[src/rtl/game_end_timer_scorer.sv]
// End-of-game timer and score keeper.
// A start pulse from the game master FSM begins a run that lasts
// PRESCALE*DURATION cycles. While the run is active, running stays high and
// blink toggles once per time unit. When the run expires, expired pulses for
// one cycle and the value of game_won at that edge is added to a saturating
// win or loss counter.
module game_end_timer_scorer #(
   parameter int PRESCALE = 50_000_000,
   parameter int DURATION = 2,
   parameter int SCORE_W  = 4
) (
   input  logic               clk,
   input  logic               reset,
   input  logic               start,
   input  logic               game_won,
   input  logic               clear_score,
   output logic               running,
   output logic               expired,
   output logic               blink,
   output logic [SCORE_W-1:0] wins,
   output logic [SCORE_W-1:0] losses
);

   // Counter widths are kept at least 1 bit so that PRESCALE=1 or DURATION=1 stays legal.
   localparam int PW = (PRESCALE > 1) ? $clog2(PRESCALE) : 1;
   localparam int UW = (DURATION > 1) ? $clog2(DURATION) : 1;
   localparam logic [PW-1:0] PRE_LOAD  = PW'(PRESCALE - 1);
   localparam logic [UW-1:0] UNIT_LOAD = UW'(DURATION - 1);

   typedef enum logic {IDLE, RUN} state_t;

   state_t        state;
   logic [PW-1:0] presc;
   logic [UW-1:0] unit_cnt;
   logic          expiry_now;

   // Saturating increment: the counter holds at all-ones instead of wrapping.
   function automatic logic [SCORE_W-1:0] sat_inc(input logic [SCORE_W-1:0] cnt);
      if (cnt == {SCORE_W{1'b1}})
         return cnt;
      else
         return cnt + SCORE_W'(1);
   endfunction

   // The last edge of a run: prescaler and unit counter have both reached zero.
   assign expiry_now = (state == RUN) && (presc == '0) && (unit_cnt == '0);

   // Timer FSM: loads the counters on start, counts down, and blinks once per unit.
   always_ff @(posedge clk or posedge reset) begin
      if (reset) begin
         state    <= IDLE;
         presc    <= '0;
         unit_cnt <= '0;
         running  <= 1'b0;
         expired  <= 1'b0;
         blink    <= 1'b0;
      end else begin
         expired <= 1'b0;
         case (state)
            IDLE: begin
               if (start) begin
                  state    <= RUN;
                  presc    <= PRE_LOAD;
                  unit_cnt <= UNIT_LOAD;
                  running  <= 1'b1;
                  blink    <= 1'b0;
               end
            end
            RUN: begin
               // start is deliberately ignored in this state, so a run cannot be retriggered.
               if (presc != '0) begin
                  presc <= presc - PW'(1);
               end else if (unit_cnt != '0) begin
                  presc    <= PRE_LOAD;
                  unit_cnt <= unit_cnt - UW'(1);
                  blink    <= ~blink;
               end else begin
                  state   <= IDLE;
                  presc   <= PRE_LOAD;
                  running <= 1'b0;
                  blink   <= 1'b0;
                  expired <= 1'b1;
               end
            end
            default: state <= IDLE;
         endcase
      end
   end

   // Score counters: a clear wins over the increment for a round ending on the same edge.
   always_ff @(posedge clk or posedge reset) begin
      if (reset) begin
         wins   <= '0;
         losses <= '0;
      end else if (clear_score) begin
         wins   <= '0;
         losses <= '0;
      end else if (expiry_now) begin
         if (game_won)
            wins <= sat_inc(wins);
         else
            losses <= sat_inc(losses);
      end
   end

endmodule

[config.mk]
export PLATFORM = sky130hd
export DESIGN_NAME = game_end_timer_scorer
export DESIGN_NICKNAME = d
export VERILOG_FILES = /design/src/rtl/game_end_timer_scorer.sv
export SDC_FILE = /design/constraint.sdc
export NUM_CORES = 1
export LEC_CHECK = 0
export BUFFER_PORTS_ARGS = -buffer_cell sky130_fd_sc_hd__buf_2
export CAP_MARGIN = 20
export CELL_PAD_IN_SITES_DETAIL_PLACEMENT = 1
export CELL_PAD_IN_SITES_GLOBAL_PLACEMENT = 1
export CORE_ASPECT_RATIO = 0.9
export CORE_UTILIZATION = 45
export CTS_CLUSTER_DIAMETER = 200
export DETAILED_ROUTE_END_ITERATION = 10
export PLACE_DENSITY_LB_ADDON = 0.1
export SYNTH_ARGS = -nofsm -noshare
export SYNTH_HDL_FRONTEND = slang
export SYNTH_SLANG_ARGS = --single-unit
export TNS_END_PERCENT = 20
[constraint.sdc]
create_clock -name clk -period 3.6 [get_ports clk]
set_clock_uncertainty 0.2 [all_clocks]
set_input_delay 0.54 -clock clk [delete_from_list [all_inputs] [get_ports clk]]
set_output_delay 0.54 -clock clk [all_outputs]
set_load 0.02 [all_outputs]
Yosys cells after proc, flatten, opt, wreduce, memory -nomap -nowiden:

Index checks and enable logic that the tools add are counted.

* word-level logic and storage cells: 62
* bits in registers: 39
* output and inout port bits: 11
* input bits: 5

* multiplexer cells: 29
* reduce and logical (&&, ||, !) cells: 10
* equal/unequal tests: 8
* bitwise operators: 3
* add/sub/neg operators: 4

Operators by type and width (number)
* $mux W26: 2
* $pmux W26 S2: 1
* $mux W4: 8
* $logic_not A26 Y1: 1
* $reduce_bool A26 Y1: 1
* $sub A26 B1 Y26 const B: 1
* $mux W1: 14
* $ne A2 B2 Y1 const B: 5
* $reduce_and A3 Y1: 3
* $add A4 B1 Y4 const B: 2
* $eq A4 B4 Y1 const B: 2
* $pmux W1 S2: 4
* $reduce_bool A2 Y1: 2
* $not A1 Y1: 3
* $logic_and A1 B1 Y1: 2
* $ne A2 B1 Y1 const B: 1
* $reduce_and A2 Y1: 1
* $sub A1 B1 Y1 const B: 1

Logic depth before layout (Yosys ltp):

Gate-level depths: netlist (run 1).

* depth in word-level cells: 5
* gate-level depth with buffers: 8
* gate-level depth less buffers: 7

Worst setup path before layout (run 1):

OpenSTA, ideal clock, no wires.

* path type: reg-to-reg
* start point: reg presc[0]
* end point: reg presc[10]
* buffers on the path: 0
* required time: 3.282 ns
* slack: 1.380 ns
* setup time: 0.118 ns
* clock period less this slack: 2.220 ns
* stages on the path, launching flop included: 8
* arrival time: 1.902 ns
* cells stage by stage: dfrtp_1 inv_1 ha_1 nor4b_2 nand4_4 o41ai_4 o21ai_1 a21o_1

* longest elaborated chain between the ends: 3
* elaborated cells between the ends (all ways): 4
* classes of those cells: add/sub (1); mux (2); reduce/logical (1)

RTL lines
* start, declared: RTL line 33 `logic [PW-1:0] presc;`
* start signal, assigned: RTL line 72 `presc <= presc - PW'(1);`
* $sub A26 B1 Y26 / $reduce_bool A26 Y1 (equally long branches): RTL line 72, 71
* $mux W26 (*): RTL line 71 `if (presc != '0) begin`
* $pmux W26 S2 (*): RTL line 59 `case (state)`

Every way passes the cells marked *; elsewhere a longest branch is shown, timed or not.
A chain may end at the register's enable or synchronous reset.

Worst setup path after layout (run 1):

* start point: reg presc[0]
* end point: reg presc[18]

Same word-level chain as after synthesis.

==> results of run 1 <==
[layout by cell type, fill, tap and decap left out, drive strengths merged, types with 6 or more instances in the layout]
master	n
nor3	7
nand2	29
nor2	22
nor4	14
buf	16
clkbuf	6
inv	7
or3	7
o21ai	7
xor2	7
xnor2	15
nand3	9
dfrtp	39
[sequential cells by signal, indices dropped and copies added (netlist names)]
name      cells
wins          4
blink         1
presc        26
running       1
losses        4
unit_cnt      1
state         1
expired       1
[cells in the mapped netlist (4+ instances only)]
library cell / number / area, sq um
nor3_1: 7 / 35.0
dfrtp_1: 39 / 976
or3_1: 7 / 43.8
nand2_1: 29 / 109
o21ai_1: 4 / 20.0
xnor2_1: 15 / 131
nor4_1: 7 / 43.8
xor2_1: 7 / 61.3
nor2_1: 22 / 82.6
nand3_1: 8 / 40.0
inv_1: 7 / 26.3
nor4_2: 4 / 50.1
[report_power, final]
group | internal, mW | total, mW | switching, mW | leakage [nW]
Clock | 0.129 | 0.270 | 0.141 | 0.0371
Sequential | 0.512 | 0.624 | 0.112 | 0.459
Combinational | 0.0854 | 0.184 | 0.0982 | 0.435
[critical path: stages, from the launching register on]
cell and delay, ps:
dfrtp_1 380, inv_1 100, ha_1 190, nor4b_2 370, nand4_4 360, nor4_4 440, a21oi_2 290, and2_1 240
[path summary, 6_finish.rpt]
check | start | end | slack [ps]
max in group asynchronous | reset | presc[15]$_DFFE_PP0P_ | 2680
min reg2reg | running$_DFFE_PP0P_ | running$_DFFE_PP0P_ | 330
max | presc[0]$_DFFE_PP0P_ | presc[18]$_DFFE_PP0P_ | 910
max reg2reg | presc[0]$_DFFE_PP0P_ | presc[18]$_DFFE_PP0P_ | 910
min in group clk | running$_DFFE_PP0P_ | running$_DFFE_PP0P_ | 330
min | reset | losses[0]$_DFFE_PP0P_ | 170
[logic make-up after synthesis]
kind of cell / share of synthesized area
DFF: 0.471
xor gates and xnor gates: 0.0931
AOI/OAI and AO/OA: 0.0840
muxes: 0.0151
and+or+nand+nor: 0.292
buffers and inverters: 0.0260
adders and majority gates: 0.0181
[cell type report]
class	instances	area (sq um)	area share
clock buffer	6	72.6	0.0319
inverter	7	26.3	0.0115
multi-input combinational	153	1040	0.457
sequential	39	976	0.429
tap	62	77.6	0.0341
timing repair buffer	16	82.6	0.0363
[per-stage QoR]
| stage | area, sq um | hold slack (ps) | setup WS, ps | power [mW] |
|---|---|---|---|---|
| CTS | 2280 | 191 | 870 | 1.09 |
| floorplan | 2070 | 288 | 1380 | 0.753 |
| global placement | 2200 | 312 | 1060 | 0.796 |
| finish | 2280 | 166 | 908 | 1.08 |
| detailed placement | 2200 | 320 | 887 | 0.816 |
| global route | 2280 | 215 | 702 | 1.14 |
[layer usage]
layer | up-vias | GRT usage
li1 | 755 | -
met5 | - | 0
met2 | 17 | 0.361
met3 | 8 | 0.0412
met1 | 805 | 0.326
met4 | 0 | 0.0745
==> out/qor.txt, run 1 <==
Outcome -> completed
Ys Warns -> 0
Util after Layout -> 0.514
Peak VDD IR -> 0.171 mV
WP data required -> 3580 ps
Total die area -> 0.00488 sq mm
Final worst-path cycle share -> 0.748
Final hold vios -> 0
Pwr Density -> 473 mW/mm^2
Worst r2r path cells -> 7
Die Width -> 73.5 microns
Yosys cell types -> 45
Number of H-tree levels -> 2
Cts repair resizes -> 0
Final antenna-violating net count -> 0
Slew headroom -> 0.437
Max layer used -> met4
Initial core utilization -> 0.467
Static Leak -> 0.931 nW
CTS tree -> done
Fmax -> 371 MHz
Die H -> 66.4 microns
Number of max-cap violations -> 0
WP data arrival -> 2670 ps
WL met1 -> 2320 microns
Post-route minimum period -> 2690 ps
GRT Residual Overflow -> 0
Hold Crit Class -> in -> async
Post-CTS Setup Repair Bufs -> 0
WL per Instance -> 17.1 microns
First-pass GRT wire length -> 8380 microns
Antenna violations before repair -> 0
GPL Wtd Cong -> 0.809
# nets final -> 230
CP Class -> reg -> reg
Syn Nets -> 212
Layout cell share with drive strength beyond 1 -> 0.163
Root Driver -> clkbuf_8
Routed wl met2 -> 2350 microns
Post-synth EDFFs -> 0
Initial DRC Count -> 80
DRT Wirelength -> 4850 microns
Count of input and output buffers -> 15
Standard-cell rows -> 23
Top_reg_cell synth -> dfrtp_1
Vias in the first global route -> 1665
Met3 wire len -> 103 microns
Max clock buf depth -> 2
Vias after detailed routing -> 1585
# diodes -> 0
Register area share after synthesis -> 0.471
Synth Register Bits -> 39
Setup_tns -> 0 ps
Syn-to-layout area delta -> 9.91%
Synth Instances -> 204
Setup-failing EPs final -> 0
TritonCTS sink count -> 39
Post-CTS Hold Buffers -> 0
Post-synth ARST share -> 1.00
Worst-Margin Slew -> 841 ps
Crit start category -> register
Core ar. -> 0.00443 sq mm
Largest net degree at the start of global routing -> 40
Cell area after synthesis -> 0.00207 sq mm
Fillers -> 539
Max Slew Vio Count -> 0
Critical Path Fanout Max -> 17
IO Pins -> 16
Worst skew pair latency -> 290 ps
Finished Layout Cells -> 283
CTS Buf Count -> 5
Unrepaired setup endpoints after global routing -> false
Syn_area_per_cell -> 10.2 sq um
Post-placement cell count -> 277
GRT Util Overall -> 0.232
DRC Markers -> 0
Clk pin slew, worst setup/hold paths -> 70 ps
Detail Placement HPWL -> 3560 microns
Vias/cell -> 5.60
Worst Setup End Kind -> register
DR pass1 iterations -> 4
Power figures use the tool's default switching activity.
==> run 2: changes to the inputs <==
- ABC_AREA: unset -> 1
- clock period: 3.6 -> 2.65 ns (I/O delays scaled with it)
==> run 2 against run 1 <==
Compared with the run above: sequential power is 24% higher; largest cell class unchanged; synthesized cell count is 50% higher; largest power group unchanged; non-clock buffer count is 1 higher; sequential share of layout area is 5.4 points lower.
==> out/qor.txt, run 2 <==
Compound-Gate Fraction of Synth Area -> 0.0494 (-0.0346)
Post-synth top area cell -> dfrtp_1
PnR worst setup slack -> 644 ps (-264 ps)
Syn Nets -> 313 (+48%)
Die H -> 70.6 microns (+6.4%)
Largest regs -> presc x26, losses x4, wins x4
Layout cell share with drive strength beyond 1 -> 0.190 (+0.0273)
Critical Path Fanout Max -> 7 (-10)
Synth Register Bits -> 39 (unchanged)
Pwr Total -> 1.57 mW (+45%)
Yosys cell types -> 32 (-29%)
CP Class -> reg -> reg
Fillers -> 631 (+17%)
Count of input and output buffers -> 15 (unchanged)
Worst r2r path cells -> 11 (+4)
Register area share after synthesis -> 0.414 (-0.0568)
Cts repair resizes -> 0 (unchanged)
CTS tree -> done
Syn_area_per_cell -> 7.72 sq um (-24%)
Flop pwr share -> 0.495 (-0.084)
Peak VDD IR -> 0.490 mV (+190%)
Vias/cell -> 5.22 (-6.8%)
Final hold vios -> 0 (unchanged)
Die Width -> 78.3 microns (+6.5%)
Worst Setup End Kind -> register
Cell area after synthesis -> 0.00235 sq mm (+14%)
# diodes -> 0 (unchanged)
Slew headroom -> 0.658 (+0.221)
Vias in the first global route -> 2090 (+26%)
DR pass1 iterations -> 4 (unchanged)
Root Driver -> clkbuf_8
GPL Wtd Cong -> 0.773 (-4.4%)
Unrepaired setup endpoints after global routing -> false
GRT Residual Overflow -> 0 (unchanged)
Final antenna-violating net count -> 0 (unchanged)
First-pass GRT wire length -> 10400 microns (+24%)
Pwr Density -> 602 mW/mm^2 (+27%)
Initial core utilization -> 0.478 (+0.0109)
# nets final -> 333 (+45%)
Syn-to-layout area delta -> 10.5%
GRT Util Overall -> 0.242 (+0.00979)
Worst-Margin Slew -> 513 ps (-328 ps)
Max Slew Vio Count -> 0 (unchanged)
DRT Wirelength -> 5880 microns (+21%)
Largest net degree at the start of global routing -> 40 (unchanged)
WL per Instance -> 15.0 microns (-12%)
Worst skew pair latency -> 290 ps (about the same)
Ys Warns -> 0 (unchanged)
Outcome -> completed
Top_reg_cell synth -> dfrtp_1
Max clock buf depth -> 2 (unchanged)
Switching power -> 0.529 mW (+51%)
Post-route minimum period -> 2010 ps (-686 ps)
Simple-gate portion of the synthesized area -> 0.426 (+0.133)
Synth Instances -> 305 (+50%)
Switching fraction of total power -> 0.338 (+0.0124)
Final worst-path cycle share -> 0.757 (+0.00927)
TritonCTS sink count -> 39 (unchanged)
Vias after detailed routing -> 2040 (+29%)
Synth Area in XOR/XNOR -> 0.0260 (-0.0670)
Post-CTS Setup Repair Bufs -> 0 (unchanged)
Setup-failing EPs final -> 0 (unchanged)
IO Pins -> 16 (unchanged)
Post-synth ARST share -> 1.00 (unchanged)
Fin Hold WS -> 19.2 ps (-147 ps)
Hold Crit Class -> in -> async
Number of max-cap violations -> 0 (unchanged)
Detail Placement HPWL -> 4430 microns (+24%)
Post-synthesis mux area share -> 0 (-0.0151)
Clk pin slew, worst setup/hold paths -> 80 ps (about the same)
Number of H-tree levels -> 2 (unchanged)
Worst R2R Start -> presc[0]$_DFFE_PP0P_
Top cells by count, synth -> nand2_1, dfrtp_1, nor2_1
Worst r2r dst -> presc[10]$_DFFE_PP0P_
WP data arrival -> 1990 ps (-680 ps)
Largest reg by FF count -> presc
Internal power -> 1.04 mW (+43%)
Pre-CTS setup slack -> 656 ps (-231 ps)
Total die area -> 0.00553 sq mm (+13%)
Antenna violations before repair -> 0 (unchanged)
Logic gate share of total power -> 0.218 (+0.048)
Static Leak -> 1.26 nW (+35%)
Synth Area in Adders -> 0.0159 (-0.00219)
Initial DRC Count -> 93 (+16%)
Flip-flop count of the largest register after layout -> 26 (unchanged)
Fmax -> 498 MHz (+34%)
Most frequent cells in the layout -> nand2_1, dfrtp_1, nor2_1
WP data required -> 2630 ps (-950 ps)
Setup slack, reg-to-reg -> 640 ps (-260 ps)
Clock power frac -> 0.287 (+0.037)
Most common cell after layout, fill and taps aside -> nand2_1
Crit start category -> register
Cell with the most instances after synthesis -> nand2_1
Post-CTS Hold Buffers -> 0 (unchanged)
Setup_tns -> 0 ps (unchanged)
Top post-synthesis cells by area -> dfrtp_1, nand2_1, nand3_1
CTS Buf Count -> 5 (unchanged)
Standard-cell rows -> 24 (+4.3%)
Core ar. -> 0.00492 sq mm (+11%)
Area fraction of the dominant cell type after synthesis -> 0.414 (-0.0568)
DRC Markers -> 0 (unchanged)
Post-synth EDFFs -> 0 (unchanged)
Largest family of logic cells by synthesized area -> simple AND/OR/NAND/NOR gates
-- run 2: changes by cell type after synthesis, sizes merged, moves of 7 or more --
cell / previous run / this run
inv: 7 / 36
nand2: 29 / 82
nand3: 9 / 36
nor2: 22 / 54
nor4: 14 / 1
or3: 7 / 0
xnor2: 15 / 0
-- run 2: per-stage QoR --
step | area [sq um] | cells | util
after CTS | 2600 | 391 | 0.528
after detailed placement | 2500 | 383 | 0.508
final | 2600 | 391 | 0.528
after floorplan | 2350 | 305 | -
after global placement | 2500 | 383 | 0.508
after global routing | 2600 | 391 | 0.528
-- run 2: power by group through the flow --
stage	Sequential (mW)	Combinational, mW	Clock (mW)
finish	0.776	0.341	0.449
floorplan	0.763	0.268	0
detailed placement	0.786	0.338	0
global route	0.793	0.387	0.475
CTS	0.774	0.344	0.464
global placement	0.783	0.328	0
-- run 2: final cells by class --
type	count	area, sq um	area share
Clock buffer	8	100	0.0385
Tap cell	65	81.3	0.0312
Timing Repair Buffer	17	90.1	0.0346
Inverter	36	138	0.0529
Sequential cell	39	976	0.375
Multi-Input combinational cell	226	1220	0.468
-- run 2: critical path, stage by stage (launching register included) --
cell and delay [ps]:
dfrtp_1 400, inv_1 100, ha_1 200, nand2_2 110
nor2_4 220, nand2_2 100, nor2_4 160, nor2_4 80
inv_1 130, o21ai_0 90, nand2_1 70, nand2_1 50
-- run 2: logic make-up after synthesis --
group / after synthesis
compound gates: 21
xor+xnor: 7
fa+ha+maj: 3
buf+inv: 40
flops: 39
simple gates: 195
-- run 2: worst max-delay path by stage --
| stage | cells after the start | slack, ps | startpoint | end |
|---|---|---|---|---|
| 3_5_place_dp | 11 | 660 | presc[0]$_DFFE_PP0P_ | presc[10]$_DFFE_PP0P_ |
| 6_report | 11 | 640 | presc[0]$_DFFE_PP0P_ | presc[10]$_DFFE_PP0P_ |
| 5_1_grt | 11 | 460 | presc[0]$_DFFE_PP0P_ | presc[10]$_DFFE_PP0P_ |
| 3_3_place_gp | 11 | 660 | presc[0]$_DFFE_PP0P_ | presc[10]$_DFFE_PP0P_ |
| 4_1_cts | 11 | 630 | presc[0]$_DFFE_PP0P_ | presc[10]$_DFFE_PP0P_ |
| 2_1_floorplan | 11 | 880 | presc[0]$_DFFE_PP0P_ | wins[3]$_DFFE_PP0P_ |
-- run 2: per-layer routing --
| metal | part of all wire | vias to the layer above | GRT usage | wire length (microns) |
|---|---|---|---|---|
| met5 | 0 | - | 0 | 0 |
| met4 | 0.0082 | 0 | 0.0556 | 48 |
| met3 | 0.020 | 7 | 0.0387 | 115 |
| met2 | 0.45 | 23 | 0.384 | 2660 |
| met1 | 0.52 | 987 | 0.348 | 3060 |
| li1 | - | 1023 | - | - |
